**config.mk**
```make
export PLATFORM = sky130hd
export DESIGN_NAME = bus_bridge
export DESIGN_NICKNAME = d
export VERILOG_FILES = /design/src/rtl/bus_bridge_pkg.sv /design/src/rtl/bus_channel_fsm.sv /design/src/rtl/bus_bridge.sv
export SDC_FILE = /design/constraint.sdc
export NUM_CORES = 1
export LEC_CHECK = 0
export BUFFER_PORTS_ARGS = -buffer_cell sky130_fd_sc_hd__buf_2
export CAP_MARGIN = 5
export CELL_PAD_IN_SITES_DETAIL_PLACEMENT = 1
export CELL_PAD_IN_SITES_GLOBAL_PLACEMENT = 2
export CORE_MARGIN = 8
export CORE_UTILIZATION = 25
export DETAILED_ROUTE_END_ITERATION = 6
export GPL_ROUTABILITY_DRIVEN = 0
export PLACE_DENSITY_LB_ADDON = 0.08
export REMOVE_ABC_BUFFERS = 1
export SYNTH_ARGS = -nofsm -noshare
export SYNTH_HDL_FRONTEND = slang
export SYNTH_SLANG_ARGS = --single-unit
export TNS_END_PERCENT = 5
```
**constraint.sdc**
```tcl
create_clock -name clk -period 2.25 [get_ports clk]
set_clock_uncertainty 0.2 [all_clocks]
set_input_delay 0.1125 -clock clk [delete_from_list [all_inputs] [get_ports clk]]
set_output_delay 0.1125 -clock clk [all_outputs]
set_load 0.01 [all_outputs]
```
**src/rtl/bus_bridge_pkg.sv**
```systemverilog
// Shared widths, access-size codes, channel state encodings and lane helpers
// for the instruction/data bus bridge.
package bus_bridge_pkg;

  localparam int BUS_AW = 32;
  localparam int BUS_DW = 32;

  localparam logic [1:0] MEM_SIZE_BYTE = 2'd0;
  localparam logic [1:0] MEM_SIZE_HALF = 2'd1;
  localparam logic [1:0] MEM_SIZE_WORD = 2'd2;
  localparam logic [1:0] MEM_SIZE_RSVD = 2'd3;

  localparam logic [1:0] BRIDGE_STATE_IDLE = 2'd0;
  localparam logic [1:0] BRIDGE_STATE_REQ  = 2'd1;
  localparam logic [1:0] BRIDGE_STATE_WAIT = 2'd2;

  function automatic logic [3:0] store_strb(input logic [1:0] off, input logic [1:0] size);
    logic [3:0] strb;
    strb = 4'b1111;
    case (size)
      MEM_SIZE_BYTE: strb = 4'b0001 << off;
      MEM_SIZE_HALF: strb = 4'b0011 << {off[1], 1'b0};
      MEM_SIZE_WORD, MEM_SIZE_RSVD: strb = 4'b1111;
      default: strb = 4'b1111;
    endcase
    return strb;
  endfunction

  function automatic logic [BUS_DW-1:0] store_wdata(input logic [BUS_DW-1:0] value,
                                                    input logic [1:0] size);
    logic [BUS_DW-1:0] wd;
    wd = value;
    case (size)
      MEM_SIZE_BYTE: wd = {4{value[7:0]}};
      MEM_SIZE_HALF: wd = {2{value[15:0]}};
      default: wd = value;
    endcase
    return wd;
  endfunction

  // Misaligned half/word loads simply ignore the offset bits below their size.
  function automatic logic [BUS_DW-1:0] load_extend(input logic [BUS_DW-1:0] data,
                                                    input logic [1:0] off,
                                                    input logic [1:0] size,
                                                    input logic uns);
    logic [BUS_DW-1:0] sh;
    logic [BUS_DW-1:0] res;
    sh  = data;
    res = data;
    case (size)
      MEM_SIZE_BYTE: begin
        sh  = data >> {off, 3'b000};
        res = uns ? {24'h0, sh[7:0]} : {{24{sh[7]}}, sh[7:0]};
      end
      MEM_SIZE_HALF: begin
        sh  = data >> {off[1], 4'b0000};
        res = uns ? {16'h0, sh[15:0]} : {{16{sh[15]}}, sh[15:0]};
      end
      default: res = data;
    endcase
    return res;
  endfunction

endpackage

```
**src/rtl/bus_channel_fsm.sv**
```systemverilog
// Request/response handshake sequencer shared by the instruction and data ports.
module bus_channel_fsm
  import bus_bridge_pkg::*;
(
  input  logic clk,
  input  logic rst,
  input  logic start,
  input  logic req_ready,
  input  logic resp_valid,
  output logic req_valid,
  output logic done,
  output logic start_take,
  output logic resp_take
);

  // state | meaning
  // IDLE  | no transaction, start pulse accepted
  // REQ   | req_valid high, fields held until ready
  // WAIT  | request accepted, waiting for resp_valid

  logic [1:0] state;
  logic [1:0] state_nxt;

  assign start_take = start && (state == BRIDGE_STATE_IDLE);
  assign resp_take  = resp_valid && (state == BRIDGE_STATE_WAIT);
  assign req_valid  = (state == BRIDGE_STATE_REQ);

  always_comb begin
    state_nxt = state;
    case (state)
      BRIDGE_STATE_IDLE: if (start) state_nxt = BRIDGE_STATE_REQ;
      BRIDGE_STATE_REQ:  if (req_ready) state_nxt = BRIDGE_STATE_WAIT;
      BRIDGE_STATE_WAIT: if (resp_valid) state_nxt = BRIDGE_STATE_IDLE;
      default:           state_nxt = BRIDGE_STATE_IDLE;
    endcase
  end

  always_ff @(posedge clk) begin
    if (!rst) begin
      state <= BRIDGE_STATE_IDLE;
      done  <= 1'b0;
    end else begin
      state <= state_nxt;
      done  <= resp_take;
    end
  end

endmodule

```
**src/rtl/bus_bridge.sv**
```systemverilog
// Core-side fetch/load/store pulses to two independent valid/ready bus ports,
// with byte-lane alignment and load extension.
module bus_bridge
  import bus_bridge_pkg::*;
(
  input  logic              clk,
  input  logic              rst,
  input  logic              inst_fetch,
  input  logic [BUS_AW-1:0] pc,
  output logic              inst_valid,
  output logic [BUS_DW-1:0] inst,
  input  logic              load_data,
  input  logic              store_data,
  input  logic [BUS_AW-1:0] data_addr,
  input  logic [BUS_DW-1:0] store_value,
  input  logic [1:0]        mem_size,
  input  logic              mem_unsigned,
  output logic              data_valid,
  output logic [BUS_DW-1:0] load_value,
  output logic              i_req_valid,
  input  logic              i_req_ready,
  output logic [BUS_AW-1:0] i_addr,
  input  logic              i_resp_valid,
  input  logic [BUS_DW-1:0] i_resp_data,
  output logic              d_req_valid,
  input  logic              d_req_ready,
  output logic              d_req_we,
  output logic [BUS_AW-1:0] d_addr,
  output logic [BUS_DW-1:0] d_wdata,
  output logic [3:0]        d_wstrb,
  input  logic              d_resp_valid,
  input  logic [BUS_DW-1:0] d_resp_data
);

  logic i_start_take;
  logic i_resp_take;
  logic d_start_take;
  logic d_resp_take;
  logic [1:0] ld_off;
  logic [1:0] ld_size;
  logic       ld_uns;
  logic       unused_pc_bits;

  assign unused_pc_bits = ^pc[1:0];

  bus_channel_fsm u_i_fsm (
    .clk        (clk),
    .rst        (rst),
    .start      (inst_fetch),
    .req_ready  (i_req_ready),
    .resp_valid (i_resp_valid),
    .req_valid  (i_req_valid),
    .done       (inst_valid),
    .start_take (i_start_take),
    .resp_take  (i_resp_take)
  );

  // A simultaneous load+store starts the data port once, as a store.
  bus_channel_fsm u_d_fsm (
    .clk        (clk),
    .rst        (rst),
    .start      (load_data | store_data),
    .req_ready  (d_req_ready),
    .resp_valid (d_resp_valid),
    .req_valid  (d_req_valid),
    .done       (data_valid),
    .start_take (d_start_take),
    .resp_take  (d_resp_take)
  );

  always_ff @(posedge clk) begin
    if (!rst) begin
      i_addr <= '0;
      inst   <= '0;
    end else begin
      if (i_start_take) i_addr <= {pc[BUS_AW-1:2], 2'b00};
      if (i_resp_take) inst <= i_resp_data;
    end
  end

  always_ff @(posedge clk) begin
    if (!rst) begin
      d_addr     <= '0;
      d_wdata    <= '0;
      d_wstrb    <= 4'b0000;
      d_req_we   <= 1'b0;
      ld_off     <= 2'b00;
      ld_size    <= MEM_SIZE_BYTE;
      ld_uns     <= 1'b0;
      load_value <= '0;
    end else begin
      if (d_start_take) begin
        d_addr   <= {data_addr[BUS_AW-1:2], 2'b00};
        d_req_we <= store_data;
        d_wstrb  <= store_data ? store_strb(data_addr[1:0], mem_size) : 4'b0000;
        d_wdata  <= store_data ? store_wdata(store_value, mem_size) : '0;
        ld_off   <= data_addr[1:0];
        ld_size  <= mem_size;
        ld_uns   <= mem_unsigned;
      end
      if (d_resp_take && !d_req_we)
        load_value <= load_extend(d_resp_data, ld_off, ld_size, ld_uns);
    end
  end

endmodule

```
* Word level (Yosys, flattened, before mapping)
Cells that the tools add are included.
** Cells by class
- Shift operators :: 4
- Reduce and logical (&&, ||, !) cells :: 13
- Bitwise gates (word level) :: 1
- Equal/unequal tests :: 14
- Mux-type cells :: 15
** Operators by type and width (number)
- 32-bit one-hot mux with 2 select lines :: 2
- 32-bit 2-to-1 mux :: 3
- 32-bit by 5-bit right shift with 16-bit output :: 1
- 32-bit by 5-bit right shift with 8-bit output :: 1
- 2-bit 2-to-1 mux :: 6
- 2-bit one-hot mux with 3 select lines :: 2
- 4-bit one-hot mux with 3 select lines :: 1
- 2-bit by 1-bit equality test with 1-bit output (second input constant) :: 4
- 2-bit equality test (second input constant) :: 4
- 2-bit zero test :: 4
- 2-bit by 1-bit != test with 1-bit output (second input constant) :: 3
- 2-bit != test (second input constant) :: 3
- 3-bit AND reduction :: 2
- 1-bit logical AND :: 5
- 4-bit 2-to-1 mux :: 1
- 1-bit by 2-bit << shifter with 4-bit output (first input constant) :: 1
- 2-bit by 2-bit << shifter with 4-bit output (first input constant) :: 1
- 2-bit OR reduction :: 1
- 1-bit zero test :: 1
- 1-bit bitwise OR :: 1
** Word-level totals
- Flip-flop bits (word level) :: 172
- Output and inout bits :: 169
- Input port bits :: 172

* Depth between registers and ports, before layout
Gate-level depths: netlist of run 1.
- Word-level depth :: 4
- Mapped depth :: 6

* Cells and area by module
A second synthesis of run 1 with hierarchy kept.
** Unflattened totals
- Cell total of the unflattened synthesis :: 735
- Area total of the unflattened synthesis :: 7380.8 µm²
** Modules (own cells, without submodules)
- bus_bridge :: seq. area each 3323.2 µm², area an instance 7115.6 µm², cells an instance 709, times used 1
- bus_channel_fsm :: seq. area each 60.1 µm², area an instance 132.6 µm², cells an instance 13, times used 2

* Worst setup path after synthesis of run 1
OpenSTA, ideal clock, no wires.
- Path kind :: register to register
- Start :: register u_d_fsm.state[1]
- End :: register load_value[15]
- Arrival :: 1.299 ns
- Path buffers :: 1
- Stages on the path, launching flop included :: 6
- Setup slack :: 0.622 ns
- Path through :: dfxtp_1 > nand2_1 > or3_1 > buf_6 > a211oi_4 > a21oi_1
** On the way
- Word-level cells in the longest chain between the ends :: 3
** Ends and longest elaborated chain
- from (decl) :: line bus_channel_fsm.sv:21 : logic [1:0] state;
- from (signal assigned) :: line bus_channel_fsm.sv:43 : state <= state_nxt;
- 2-bit equality test :: line bus_channel_fsm.sv:25 : assign resp_take = resp_valid && (state == BRIDGE_STATE_WAIT);
- 1-bit logical AND :: line bus_channel_fsm.sv:25
- 1-bit logical AND :: line bus_bridge.sv:101 : if (d_resp_take && !d_req_we)
- to (signal assigned) :: line bus_bridge.sv:102 : load_value <= load_extend(d_resp_data, ld_off, ld_size, ld_uns);
- to (decl) :: line bus_bridge.sv:19 : output logic [BUS_DW-1:0] load_value,
No other way between the ends.
A chain may end at the register's enable or synchronous reset.

* Final worst setup path of run 1
- Start :: register u_d_fsm.state[1]
- End :: register d_wdata[26]
** On the way
- Word-level cells in the longest chain between the ends :: 2
** Ends and longest elaborated chain
- 2-bit zero test :: line bus_channel_fsm.sv:24 : assign start_take = start && (state == BRIDGE_STATE_IDLE);
- 1-bit logical AND :: line bus_channel_fsm.sv:24
- to (signal assigned) :: line bus_bridge.sv:96 : d_wdata <= store_data ? store_wdata(store_value, mem_size) : '0;
- to (decl) :: line bus_bridge.sv:29 : output logic [BUS_DW-1:0] d_wdata,
No other way between the ends.

==> impl_results.md, run 1 <==
* Data required time at the worst endpoint at about 2.4 ns
* CTS sink count at ~170
* Port buffer count at 334
* Post-Synth Adder-Cell Area at 0
* Largest net degree at the start of global routing at 89
* Yosys warnings at 0
* Seq/Total Area, Yosys at 0.4856
* Cell Rows at approximately 60
* Final hold violations at 0
* Post-Synth Simple-Gate Area at 0.1872
* Final critical-path share of the clock period at 0.9484
* RSZ-0062 raised after global routing: false
* Actual slew at the worst max-slew pin at around 0.68 ns
* Total Routing Usage GR at 0.1671
* Layout area overhead at 65.38%
* DRC Markers at 0
* Yosys reg bits at around 170
* Vias/cell at around 4.4
* Asr flop ratio synth at 0
* Worst reg-to-reg path cell count at 6
* Maxcap violations at 0
* Most frequent cells in the layout: buf_2 (334), nand2_1 (246), dlygate4sd3_1 (182), dfxtp_1 (171), a21boi_0 (118)
* Filler cells at ~3300
* Worst r2r src: u_d_fsm.state[1]
* Mapped Area at slightly above 7000 um2
* Fin area at between 10000 and 15000 um2
* EDFF count, synth at 0
* Wirelength per Cell at 16.95 um
* Endpoint, Worst Hold: d_wstrb[1]
* Initial antenna violation count at 1
* Drt initial violations at between 200 and 300
* Die H at between 150 and 200 um
* Post-Route WL at between 20000 and 30000 um
* CTS buffer count at 17
* Mapped Cells at ~840
* Setup violations, final at 0
* Top Family by Delay on Critical Path: buffers and inverters
* Compound-cell area share of the yosys netlist at 0.2405
* Largest family of logic cells by synthesized area: compound AO/OA/AOI/OAI gates
* Tot Pwr at around 8.0 mW
* Top cell by count, worst path: a21boi_0
* Crit Path Category: reg2reg
* Critical-path top delay cell: dlygate4sd3_1
* Xor/xnor share of the synthesized area at 0
* Mux cell area share after synthesis at 0.04094
* PwrDens at 680.5 nW/um2
* Maximum fanout along the worst path at 8
* Avg Cell Area, Syn at between 8 and 9 um2
* Max rail drop VDD at ~0.42 mV
* Vias in the first global route at between 8000 and 9000
* Crit. End Element: register
* Final Util at 0.4209
* Commonest non-fill, non-tap cell in the layout: buf_2
* Status: finished clean
* Most used flip-flop cell after synthesis: dfxtp_1
* Worst rel slew slack at 0.5471
* Root buffer cell: clkbuf_16
* Nets at ~1500
* Min Tclk post-route at roughly 2.1 ns
* Critical path launch point type: register
* Final Max Tran Viols at 0
* Hold Path Stages at 4
* Leak pwr at around 5.2 nW
* Post-DRT Antenna Nets at 0
* Grt ovf at 0
* H-tree depth at 4
* Routed vias at 7600
* Netlist cell types at 38
* CP arrival at approximately 2.3 ns
* Post-DP HPWL at between 15000 and 20000 um
* Worst min-delay path startpoint: store_data
* Clock latency on the worst-skew pair at ~0.42 ns
* Hold Path Class: in2reg
* R2r setup slk at between 0.1 and 0.15 ns
* Layout cells sized above 1 at 0.3112
* Initial Util at 0.2545
* RR Endpoint: d_wdata[26]
* Die W at 184.4 um
* Fmax achieved at ~470 MHz
* Buf+Inv Stages, Crit Path at 2
* Die area at ~34000 um2
* Dpl cell area at around 9000 um2
* 1st-pass router iterations at 6
* Clock transition at path regs at around 0.070 ns
* CTS tree: done
* IO Count at about 340
* Critical-path cell list: nor3b_4, buf_6, a21boi_0, o21ai_0, dlygate4sd3_1, a21boi_0
* CTS max path bufs at 2
* Core box area at roughly 28000 um2
* Global-route wire length before repair at 44930 um
* Max incr delay on CP at about 0.58 ns
-- state kept, by name, indices dropped and copies added, names as in the netlist --
name	flops
d_wdata	32
u_i_fsm.state	2
d_wstrb	4
load_value	32
d_addr	30
inst	32
d_req_we	1
ld_off	2
u_d_fsm.done	1
ld_size	2
ld_uns	1
u_i_fsm.done	1
i_addr	30
u_d_fsm.state	2
-- power breakdown --
group,switching (mW),total (mW),leakage [nW],internal [mW]
clock network,1.36,3.28,0.311,1.92
logic,0.709,1.40,3.49,0.696
registers,0.0891,3.30,1.40,3.21
total,2.16,7.98,5.20,5.82
-- worst min-delay path, delay by kind of cell --
family	cells	cell delay, ns
AND/OR/NAND/NOR	1	0.13
AO/OA/AOI/OAI	2	0.26
buffers and inverters	1	0.13
-- cells in the mapped netlist, types with 2 or more instances --
cell | count | share of area
a21boi_0 | 119 | 0.13
a21boi_1 | 4 | 0.0042
a21o_1 | 8 | 0.0085
a21oi_1 | 39 | 0.028
a22oi_1 | 20 | 0.021
and2_1 | 2 | 0.0018
buf_2 | 13 | 0.0092
buf_4 | 4 | 0.0042
buf_6 | 2 | 0.0032
clkbuf_1 | 50 | 0.026
dfxtp_1 | 172 | 0.49
inv_1 | 3 | 0.0016
mux2_2 | 16 | 0.025
mux2i_1 | 11 | 0.016
nand2_1 | 246 | 0.13
nand2b_1 | 4 | 0.0035
nand3_1 | 6 | 0.0042
nand3b_1 | 12 | 0.013
nor2_1 | 7 | 0.0037
nor2b_1 | 26 | 0.023
nor3b_1 | 2 | 0.0021
o211ai_1 | 8 | 0.0085
o21a_1 | 3 | 0.0032
o21ai_0 | 44 | 0.031
-- worst max path at each step --
| stage | endpoint | start | depth (start not counted) | slack (ns) |
|---|---|---|---|---|
| after detailed placement | load_value[11] | u_d_fsm.state[1] | 4 | 0.30 |
| final | d_wdata[26] | u_d_fsm.state[1] | 6 | 0.12 |
| after CTS | d_wdata[29] | u_d_fsm.state[1] | 6 | 0.02 |
| after global placement | load_value[15] | u_d_fsm.state[1] | 4 | 0.35 |
| after floorplan | d_wdata[10] | u_d_fsm.state[1] | 4 | -0.34 |
| after global routing | d_wdata[26] | u_d_fsm.state[1] | 6 | 0.006 |
-- logic make-up after synthesis --
logic type | count (synthesis)
buf+inv | 73
flops | 172
simple gates | 310
compound gates | 252
other cells | 1
mux | 27
-- timing repair --
item	CTS	global route
setup buffers	0	3
endpoints found under the setup margin	0	3
resized for setup	0	5
endpoints found under the hold margin	172	0
hold buffers	182	0
-- final cells by class --
cell class / instances / area [um2] / area share
Clock buffer: 18 / 439.2 / 0.03745
Antenna cell: 1 / 2.502 / 0.0002134
Sequential cell: 172 / 3445 / 0.2937
Clock inverter: 13 / 202.7 / 0.01729
Tap cell: 378 / 473.0 / 0.04033
Multi-Input combinational cell: 593 / 3357 / 0.2863
Timing Repair inverter: 1 / 5.005 / 0.0004268
Inverter: 3 / 15.01 / 0.001280
Timing Repair Buffer: 543 / 3787 / 0.3230
-- metrics by stage --
stage          setup TNS [ns]  hold WS, ns  instances  worst slack [ns]
6_report                    0      0.05527       1722            0.1160
5_1_grt                     0      0.09201       1722          0.006327
4_1_cts                     0      0.04787       1716           0.02092
3_5_place_dp                0       0.1715       1503            0.3041
3_3_place_gp                0       0.1658       1503            0.3497
2_1_floorplan          -8.024      0.03001        768           -0.3418
-- per-layer routing --
layer,routed length (um),global-route usage,vias up
li1,-,-,3789
met1,12090,0.1909,3582
met2,14310,0.2897,200
met3,2237,0.05946,29
met4,544,0.04840,0
met5,0,0,-
(Power assumes the default switching activity.)
==> inputs of run 2 (changes only) <==
--- a/config.mk
+++ b/config.mk
@@ -13,6 +13,7 @@
 export CORE_UTILIZATION = 25
 export DETAILED_ROUTE_END_ITERATION = 6
 export GPL_ROUTABILITY_DRIVEN = 0
+export GPL_TIMING_DRIVEN = 0
 export PLACE_DENSITY_LB_ADDON = 0.08
 export REMOVE_ABC_BUFFERS = 1
 export SYNTH_ARGS = -nofsm -noshare
==> run 2 against run 1 <==
  * Final cell count is 1.9% lower
  * Combinational power decreased by 5%
  * Sequential cell count is the same
  * Die area stayed put
  * Via count shrank 2.4%
  * Critical path type unchanged
  * Critical endpoint is now load_value[9]
  * Largest cell class unchanged
  * Highest routed layer is now met5
==> impl_results.md, run 2 (synthesized netlist as in run 1, its figures left out) <==
* Worst r2r src: u_d_fsm.state[1]
* Final Max Tran Viols at 0 (unchanged)
* Layout area overhead at 61.02%
* Initial antenna violation count at 1 (unchanged)
* IO Count at 341 (unchanged)
* Hold WS at 0.02381 ns (-0.03147 ns)
* Fin area at 11420 um2 (-2.6%)
* CTS tree: done
* DRC Markers at 0 (unchanged)
* Layout cells sized above 1 at 0.3079 (-0.003317)
* H-tree depth at 4 (unchanged)
* Final hold violations at 0 (unchanged)
* Post-DRT Antenna Nets at 0 (unchanged)
* Dpl cell area at 9075 um2 (-1.5%)
* Cell Rows at 61 (unchanged)
* Core box area at 27860 um2 (unchanged)
* Wirelength per Cell at 16.91 um (-0.21%)
* CTS sink count at 172 (unchanged)
* Vias in the first global route at 7968 (-1.3%)
* Initial Util at 0.2545 (unchanged)
* Setup violations, final at 0 (unchanged)
* Setup TNS at 0 ns (unchanged)
* Largest net degree at the start of global routing at 96 (+7.9%)
* Clock transition at path regs at 0.07 ns (about the same)
* Total Routing Usage GR at 0.1650 (-0.002116)
* Die W at 184.4 um (unchanged)
* Hold Path Stages at 4 (unchanged)
* Tot Pwr at 7.679 mW (-3.8%)
* CTS max path bufs at 2 (unchanged)
* Actual slew at the worst max-slew pin at 1.156 ns (+0.4792 ns)
* Max rail drop VDD at 0.3547 mV (-16%)
* Fin cells at 1690 (-1.9%)
* Die area at 34010 um2 (unchanged)
* Endpoint, Worst Hold: d_wstrb[0]
* Grt ovf at 0 (unchanged)
* Crit Path Category: reg2reg
* Most frequent cells in the layout: buf_2 (333), nand2_1 (246), dfxtp_1 (169), dlygate4sd3_1 (167), a21boi_0 (119)
* Commonest non-fill, non-tap cell in the layout: buf_2
* Nets at 1471 (-2.1%)
* Number of diodes at 0 (-1)
* 1st-pass router iterations at 5 (-1)
* Maxcap violations at 0 (unchanged)
* Min Tclk post-route at 2.059 ns (-0.07512 ns)
* Biggest regs: d_wdata: 32 flops, inst: 32 flops, load_value: 32 flops
* Post-DP HPWL at 19630 um (-0.73%)
* RSZ-0062 raised after global routing: true
* Global-route wire length before repair at 44510 um (-0.94%)
* Drt initial violations at 241 (-12%)
* Root buffer cell: clkbuf_16
* RR Endpoint: load_value[9]
* Hold Path Class: in2reg
* Clock latency on the worst-skew pair at 0.43 ns (about the same)
* Worst rel slew slack at 0.2275 (-0.3196)
* Final critical-path share of the clock period at 0.9150 (-0.03339)
* Die H at 184.4 um (unchanged)
* CTS buffer count at 17 (unchanged)
* Worst reg-to-reg path cell count at 4 (-2)
* Leak pwr at 5.024 nW (-3.5%)
* PwrDens at 672.6 nW/um2 (-1.2%)
* Post-Route WL at 28580 um (-2.1%)
* Status: finished clean
* R2r setup slk at 0.19 ns (+0.08 ns)
* Placed Cells at 1486 (-1.1%)
* Port buffer count at 334 (unchanged)
* Routed vias at 7414 (-2.4%)
* Critical path launch point type: register
* Vias/cell at 4.387 (-0.60%)
* Data required time at the worst endpoint at 2.34 ns (-0.07 ns)
* Maximum fanout along the worst path at 10 (+2)
* Worst min-delay path startpoint: store_data
* Fmax achieved at 485.7 MHz (+3.6%)
* Crit. End Element: register
* CP arrival at 2.15 ns (-0.14 ns)
[run 2: metal layers]
layer / track usage / part of all wire / vias up
li1: - / - / 3713
met2: 0.2870 / 0.49 / 184
met1: 0.1919 / 0.42 / 3487
met4: 0.04130 / 0.013 / 2
met3: 0.05572 / 0.069 / 28
met5: 0 / 0.00045 / -
[run 2: how the worst max path moves through the flow]
stage / start / end / slack [ns] / depth (start not counted)
after floorplan: u_d_fsm.state[1] / d_wdata[10] / -0.34 / 4
after global placement: u_d_fsm.state[1] / d_wdata[25] / -1.83 / 4
after detailed placement: ld_off[1] / load_value[8] / -0.28 / 4
after CTS: ld_off[1] / load_value[8] / 0.03 / 4
after global routing: u_d_fsm.state[1] / d_wdata[30] / -0.009 / 6
final: u_d_fsm.state[1] / load_value[9] / 0.19 / 4
[run 2: final cells by class]
class / count / area [um2]
fillers: 3328 / 16440
repair buffers: 512 / 3531
flip-flops and latches: 172 / 3450
multi-input cells: 593 / 3361
well taps: 378 / 473.0
clock buffers: 19 / 442.9
clock inverters: 13 / 148.9
inverters: 3 / 11.26
[run 2: what timing repair did]
item | CTS | global route
endpoints found under the setup margin | 24 | 30
resized for setup | 2 | 3
pin swaps | 0 | 1
buffers inserted | 0 | 3
hold buffers | 167 | 0
endpoints found under the hold margin | 171 | 0
[run 2: critical path, cell delays in order (launching register included)]
cell and delay [ns]:
dfxtp_1 0.45, nand2_1 0.10, or3_1 0.55, a211oi_4 0.50
a21oi_1 0.12
[run 2: per-stage QoR]
stage / worst slack (ns) / utilization
finish: 0.1912 / 0.4098
detailed placement: -0.2835 / 0.3258
floorplan: -0.3418 / -
global route: -0.009140 / 0.4098
global placement: -1.831 / 0.3208
CTS: 0.02771 / 0.4071
[run 2: where the power goes]
| part | total [mW] | switching (mW) | internal, mW | leakage [nW] |
|---|---|---|---|---|
| Combinational | 1.33 | 0.666 | 0.661 | 3.34 |
| Clock | 3.03 | 1.42 | 1.61 | 0.281 |
| Sequential | 3.32 | 0.115 | 3.21 | 1.41 |
| Total | 7.68 | 2.20 | 5.48 | 5.02 |
